### src/rtl/serial_subtractor_8.sv
// Bit-serial subtractor: d = a - b, one bit per clock, LSB first.
// Single full-subtractor cell, borrow flop and WIDTH-step bit counter.
module serial_subtractor_8 #(
    parameter int WIDTH = 8
) (
    input  logic             clk,
    input  logic             reset,
    input  logic             start,
    input  logic [WIDTH-1:0] a,
    input  logic [WIDTH-1:0] b,
    output logic [WIDTH-1:0] d,
    output logic             borrow,
    output logic             busy,
    output logic             done
);

    localparam int CW = $clog2(WIDTH + 1);

    typedef enum logic {
        IDLE = 1'b0,
        RUN  = 1'b1
    } state_t;

    state_t           state_q, state_d;
    logic [WIDTH-1:0] sa_q, sa_d;
    logic [WIDTH-1:0] sb_q, sb_d;
    logic [WIDTH-1:0] sr_q, sr_d;
    logic [WIDTH-1:0] d_q, d_d;
    logic [CW-1:0]    cnt_q, cnt_d;
    logic             br_q, br_d;
    logic             borrow_q, borrow_d;
    logic             done_q, done_d;

    logic             diff_bit;
    logic             br_next;

    assign diff_bit = sa_q[0] ^ sb_q[0] ^ br_q;
    assign br_next  = (~sa_q[0] & sb_q[0]) |
                      (~(sa_q[0] ^ sb_q[0]) & br_q);

    always_comb begin
        state_d  = state_q;
        sa_d     = sa_q;
        sb_d     = sb_q;
        sr_d     = sr_q;
        d_d      = d_q;
        cnt_d    = cnt_q;
        br_d     = br_q;
        borrow_d = borrow_q;
        done_d   = 1'b0;
        unique case (state_q)
            IDLE: begin
                if (start) begin
                    sa_d    = a;
                    sb_d    = b;
                    br_d    = 1'b0;
                    cnt_d   = '0;
                    state_d = RUN;
                end
            end
            RUN: begin
                sa_d  = sa_q >> 1;
                sb_d  = sb_q >> 1;
                sr_d  = {diff_bit, sr_q[WIDTH-1:1]};
                br_d  = br_next;
                cnt_d = cnt_q + CW'(1);
                // Last bit: publish the result including this edge's bit
                if (cnt_q == CW'(WIDTH - 1)) begin
                    d_d      = {diff_bit, sr_q[WIDTH-1:1]};
                    borrow_d = br_next;
                    done_d   = 1'b1;
                    state_d  = IDLE;
                end
            end
            default: state_d = IDLE;
        endcase
    end

    always_ff @(posedge clk or posedge reset) begin
        if (reset) begin
            state_q  <= IDLE;
            sa_q     <= '0;
            sb_q     <= '0;
            sr_q     <= '0;
            d_q      <= '0;
            cnt_q    <= '0;
            br_q     <= 1'b0;
            borrow_q <= 1'b0;
            done_q   <= 1'b0;
        end else begin
            state_q  <= state_d;
            sa_q     <= sa_d;
            sb_q     <= sb_d;
            sr_q     <= sr_d;
            d_q      <= d_d;
            cnt_q    <= cnt_d;
            br_q     <= br_d;
            borrow_q <= borrow_d;
            done_q   <= done_d;
        end
    end

    assign d      = d_q;
    assign borrow = borrow_q;
    assign busy   = (state_q == RUN);
    assign done   = done_q;

endmodule
### config.mk
export PLATFORM = sky130hd
export DESIGN_NAME = serial_subtractor_8
export DESIGN_NICKNAME = d
export VERILOG_FILES = /design/src/rtl/serial_subtractor_8.sv
export SDC_FILE = /design/constraint.sdc
export NUM_CORES = 1
export LEC_CHECK = 0
export ABC_AREA = 1
export BUFFER_PORTS_ARGS = -buffer_cell sky130_fd_sc_hd__buf_2
export CORE_MARGIN = 1.5
export CORE_UTILIZATION = 61
export CTS_BUF_LIST = sky130_fd_sc_hd__clkbuf_4
export CTS_CLUSTER_DIAMETER = 30
export DETAILED_ROUTE_END_ITERATION = 7
export MAX_ROUTING_LAYER = met4
export PLACE_DENSITY = 0.92
export SYNTH_ARGS = -nofsm -noshare
export SYNTH_HDL_FRONTEND = slang
export SYNTH_SLANG_ARGS = --single-unit
### constraint.sdc
create_clock -name clk -period 1.8 [get_ports clk]
set_clock_uncertainty 0.05 [all_clocks]
set_input_delay 0.36 -clock clk [delete_from_list [all_inputs] [get_ports clk]]
set_output_delay 0.36 -clock clk [all_outputs]
set_load 0.005 [all_outputs]
==> metrics.txt, run 1 <==
status finished, final reports clean; area grow syn2layout 11.7%; R2R Path Start cnt_q[0]; GRT Overall Usage 0.229; Hold WC Path Type input pin to async pin; Fin. Hold Viols 0; DRC Markers 0; dpl hpwl 2.11 mm; H-tree Lvls 2; num rows 18; post_cts resized 0; Seq/Total Area, Yosys 0.585; grt ovf 0; syn_nets 209; wire per inst 11.8 um; total of max-cap violations 0; synthesized area 1670 um^2; core area 2520 um^2; commonest non-fill, non-tap cells in the layout 85 x nand2_1, 39 x dfrtp_1, 29 x buf_2, 24 x nand3_1, 10 x inv_1; Synth Register Bits 39; post-CTS setup buffer count 0; I/O pin count 30; DIE HEIGHT 55.3 um; Reg2Reg Depth 6; Via Count 1301; fraction of layout cells with a size suffix above 1 0.213; Slew @ Worst Pin 471 ps; die width 55.3 um; cells after synthesis 188; crit share post-route 0.731; Clock Pin Slew Worst Setup and Hold Paths 120 ps; Rel. slew slack 0.686; worst-path fanout max 10; startpoint type of the worst setup path register; Hold Worst Slack 57.4 ps; post-layout minimum cycle time 1310 ps; CTS tree done; kind of critical path register to register; Final setup violation count 0; CTS root buffer clkbuf_4; CTS Hold Bufs 0; Die Footprint 3060 um^2; RR Endpoint busy; vias in the first global route 1237; Clock Tree Buf Depth 2; P_int 1.78 mW; Yosys cell types 19; ANT nets after route 0; RePlAce Congestion 0.759; crit path capture type register; iteration-0 DRC count of the detailed router 30; WL final 2.97 mm; commonest non-fill, non-tap cell in the layout nand2_1; CTS Buf Count 5; antenna violations before repair 0; Slew Limit Fails 0; Mapped Avg Cell Area 8.88 um^2; port buffer count 29; diodes inserted 0; CP required 1980 ps; Final WS setup 485 ps; Setup WS pre-CTS 485 ps; NumNets Final 241; sequential share of power 0.500; Sum Neg Setup Slack 0 ps; fmax 0.760 GHz; first-pass GRT wire length 5.24 mm; CTS sink count 39; RSZ-0062 raised after global routing false; Logic pwr share 0.349; YS warnings 0; Initial Utilization 0.662; Initial DRT Pass Iterations 6; Sw Share 0.382; switching power 1.10 mW; Leak 1.02 nW; worst skew pair latency 340 ps; total power draw 2.88 mW; power density cells 1540 nW/um^2; crit path DAT 1500 ps; largest net degree at the start of global routing 40; Worst VDD drop 0.981 mV; vias per cell 5.18; clock power share 0.150; Worst R2R Setup Slack 490 ps
[layer usage]
layer / part of all wire / global-route usage
met2: 0.47 / 0.366
met4: 0.015 / 0.101
met3: 0.041 / 0.0515
met1: 0.47 / 0.282
met5: 0 / -
[kinds of logic (layout without fill, tap and decap cells)]
family	count (synthesis)	after routing	synth area share
AO/OA/AOI/OAI	10	10	0.0300
flip-flops	39	39	0.585
adder cells (fa/ha/maj)	2	2	0.0195
AND/OR/NAND/NOR	116	116	0.292
buffers and inverters	21	54	0.0742
[power groups by stage]
stage / logic, mW / clock network (mW) / registers, mW
after floorplan: 0.796 / 0 / 1.42
after detailed placement: 1.02 / 0 / 1.45
final: 1.01 / 0.432 / 1.44
after global placement: 0.968 / 0 / 1.44
after global routing: 1.16 / 0.479 / 1.48
after CTS: 1.02 / 0.442 / 1.44
[critical path, stage by stage (launching register included)]
cell	delay, ps
dfrtp_1	400
ha_1	190
inv_1	70
nor2_4	190
nand2_2	170
inv_1	100
nor2_1	40
[area by class of cell]
class                   instances  area (um^2)
flip-flops and latches         39          976
fillers                       199          658
multi-input cells             128          569
repair buffers                 33          175
inverters                      13         53.8
clock buffers                   6         45.0
well taps                      30         37.5
clock inverters                 2         7.51
[synthesized netlist by cell type (all sizes together)]
library cell | n | area, um^2
o21ai | 9 | 45.0
ha | 1 | 12.5
nand3b | 1 | 7.51
nand2 | 88 | 338
buf | 8 | 70.1
nor2 | 3 | 21.3
fa | 1 | 20.0
a21oi | 1 | 5.00
nand3 | 24 | 120
inv | 13 | 53.8
dfrtp | 39 | 976
[registers in the layout, summed over array words and instances (netlist names), 4 cells and up]
signal  flops
cnt_q       4
sa_q        8
sr_q        7
sb_q        8
d           8
[through the flow]
step / cell area, um^2 / util / std cells
after CTS: 1860 / 0.739 / 251
final: 1860 / 0.739 / 251
after global placement: 1810 / 0.718 / 243
after floorplan: 1670 / - / 188
after detailed placement: 1810 / 0.718 / 243
after global routing: 1860 / 0.739 / 251
[how the worst max path moves through the flow]
stage | end | slack (ps) | cells after the start | startpoint
finish | busy | 490 | 6 | cnt_q[0]
global route | busy | 360 | 6 | cnt_q[0]
CTS | busy | 460 | 6 | cnt_q[0]
detailed placement | busy | 490 | 6 | cnt_q[0]
global placement | busy | 560 | 6 | cnt_q[0]
floorplan | borrow | 500 | 1 | reset
Power figures use the tool's default switching activity.
==> inputs of run 2 (changes only) <==
--- a/config.mk
+++ b/config.mk
@@ -8,12 +8,12 @@
 export ABC_AREA = 1
 export BUFFER_PORTS_ARGS = -buffer_cell sky130_fd_sc_hd__buf_2
 export CORE_MARGIN = 1.5
-export CORE_UTILIZATION = 61
+export CORE_UTILIZATION = 51
 export CTS_BUF_LIST = sky130_fd_sc_hd__clkbuf_4
 export CTS_CLUSTER_DIAMETER = 30
 export DETAILED_ROUTE_END_ITERATION = 7
 export MAX_ROUTING_LAYER = met4
-export PLACE_DENSITY = 0.92
+export PLACE_DENSITY = 0.83
 export SYNTH_ARGS = -nofsm -noshare
 export SYNTH_HDL_FRONTEND = slang
 export SYNTH_SLANG_ARGS = --single-unit
==> constraint.sdc (replaced) <==
create_clock -name clk -period 1.1 [get_ports clk]
set_clock_uncertainty 0.05 [all_clocks]
set_input_delay 0.22 -clock clk [delete_from_list [all_inputs] [get_ports clk]]
set_output_delay 0.22 -clock clk [all_outputs]
set_load 0.005 [all_outputs]
==> metrics.txt, run 2 (synthesis gave the netlist of run 1 again) <==
Crit path max-delay family flip-flops; Rel. slew slack 0.780; Fin. Hold Viols 0; clock power share 0.119; critical path's largest stage delay 420 ps; Sum Neg Setup Slack -3530 ps; iteration-0 DRC count of the detailed router 63; DIE HEIGHT 60.2 um; Worst VDD drop 1.37 mV; placed cell count 270; crit share post-route 1.13; utilization after layout 0.735; WL final 3.56 mm; Slew @ Worst Pin 330 ps; DRC Markers 0; Sequential cell area 977 um^2; largest net degree at the start of global routing 17; GRT Overall Usage 0.240; non-filler instance count after layout 294; sequential share of power 0.408; Hold WC Path Type input pin to register; commonest non-fill, non-tap cell in the layout nand2_1; crit path DAT 980 ps; diodes inserted 0; NumNets Final 272; Fill cells 233; CTS tree done; RSZ-0062 raised after global routing true; dpl hpwl 2.20 mm; Clock Pin Slew Worst Setup and Hold Paths 100 ps; RePlAce Congestion 0.752; area of the multi-input gates 624 um^2; total of max-cap violations 0; CTS sink count 39; Slowest-stage cell, CP dfrtp_2; Initial DRT Pass Iterations 4; H-tree Lvls 2; switching power 2.12 mW; worst path cell trace buf_6 -> buf_6; vias per cell 4.85; Initial Utilization 0.542; ANT nets after route 0; Via Count 1427; CTS Buf Count 5; port buffer count 29; num rows 20; antenna violations before repair 0; wire per inst 12.1 um; CP required 830 ps; Final setup violation count 41; Die Footprint 3620 um^2; area grow syn2layout 35.5%; CTS root buffer clkbuf_4; Buffers & Inverters on Critical Path 2; crit path capture type output pin; worst skew pair latency 340 ps; status finished with violations; Clock Tree Buf Depth 2; core area 3080 um^2; crit-path most repeated cell buf_6; P_int 3.62 mW; power density cells 2540 nW/um^2; Leak 1.22 nW; Setup WS pre-CTS -95.0 ps; vias in the first global route 1392; fmax 0.803 GHz; first-pass GRT wire length 6.06 mm; failing checks negative setup slack; Final WS setup -146 ps; commonest non-fill, non-tap cells in the layout 81 x nand2_1, 38 x dfrtp_1, 28 x buf_2, 22 x nand3_1, 21 x buf_4; kind of critical path register to output pin; I/O pin count 30; startpoint type of the worst setup path register; worst-path fanout max 2; fraction of layout cells with a size suffix above 1 0.368; total power draw 5.74 mW; Sw Share 0.370; Logic pwr share 0.472; post-layout minimum cycle time 1250 ps; die width 60.2 um; grt ovf 0; Slew Limit Fails 0
run 2: cell count changes in the layout (fill, tap and decap cells not counted), sizes merged:
cell,previous run,this run
buf,33,61
clkinvlp,0,1
clkinv,2,0
nand2,88,89
dlygate4sd3,0,1
run 2: repair_timing:
action,4_1_cts,5_1_grt
gates cloned,4,0
gates resized for setup,21,10
hold buffers,1,0
hold endpoints to repair,12,0
setup endpoints to repair,31,46
pin swaps,7,6
setup buffers,10,4
run 2: worst paths after layout:
| check | from | to | slack [ps] | cells after the start |
|---|---|---|---|---|
| max in group asynchronous | reset | busy | 250 | 4 |
| min reg2reg | d[4] | d[4] | 430 | 2 |
| min in group asynchronous | reset | done | 330 | 3 |
| min | b[7] | sb_q[7] | 10 | 3 |
| max reg2reg | busy | sa_q[1] | -130 | 6 |
| max | busy | busy | -150 | 2 |
run 2: worst reg2reg max path, stage by stage (launching register included):
cell	delay, ps
dfrtp_2	420
buf_4	170
nor2_4	160
buf_4	150
buf_12	100
nand2_1	50
nand3_1	90
run 2: cell type report:
| type | count | area share |
|---|---|---|
| multi-input combinational | 129 | 0.276 |
| inverter | 13 | 0.0277 |
| timing repair buffer | 62 | 0.218 |
| tap | 44 | 0.0243 |
| timing repair inverter | 1 | 0.00166 |
| sequential | 39 | 0.432 |
| clock buffer | 6 | 0.0199 |
run 2: metrics by stage:
stage,hold slack (ps),cell area [um^2]
floorplan,142,1680
global placement,159,1960
detailed placement,159,1960
CTS,7.98,2220
global route,9.40,2260
finish,14.7,2260
run 2: power by group through the flow:
stage	clock, mW	combinational (mW)	sequential, mW
4_1_cts	0.695	2.54	2.34
5_1_grt	0.758	3.04	2.41
3_3_place_gp	0	1.92	2.36
6_report	0.686	2.71	2.35
2_1_floorplan	0	1.34	2.32
3_5_place_dp	0	1.99	2.38
run 2: routing by layer:
layer / track usage / vias up / part of all wire / wire (um)
met1: 0.272 / 668 / 0.42 / 1500
met2: 0.413 / 42 / 0.53 / 1880
met5: - / - / 0 / 0
li1: - / 712 / - / -
met4: 0.0889 / 0 / 0.014 / 50
met3: 0.0519 / 5 / 0.038 / 134
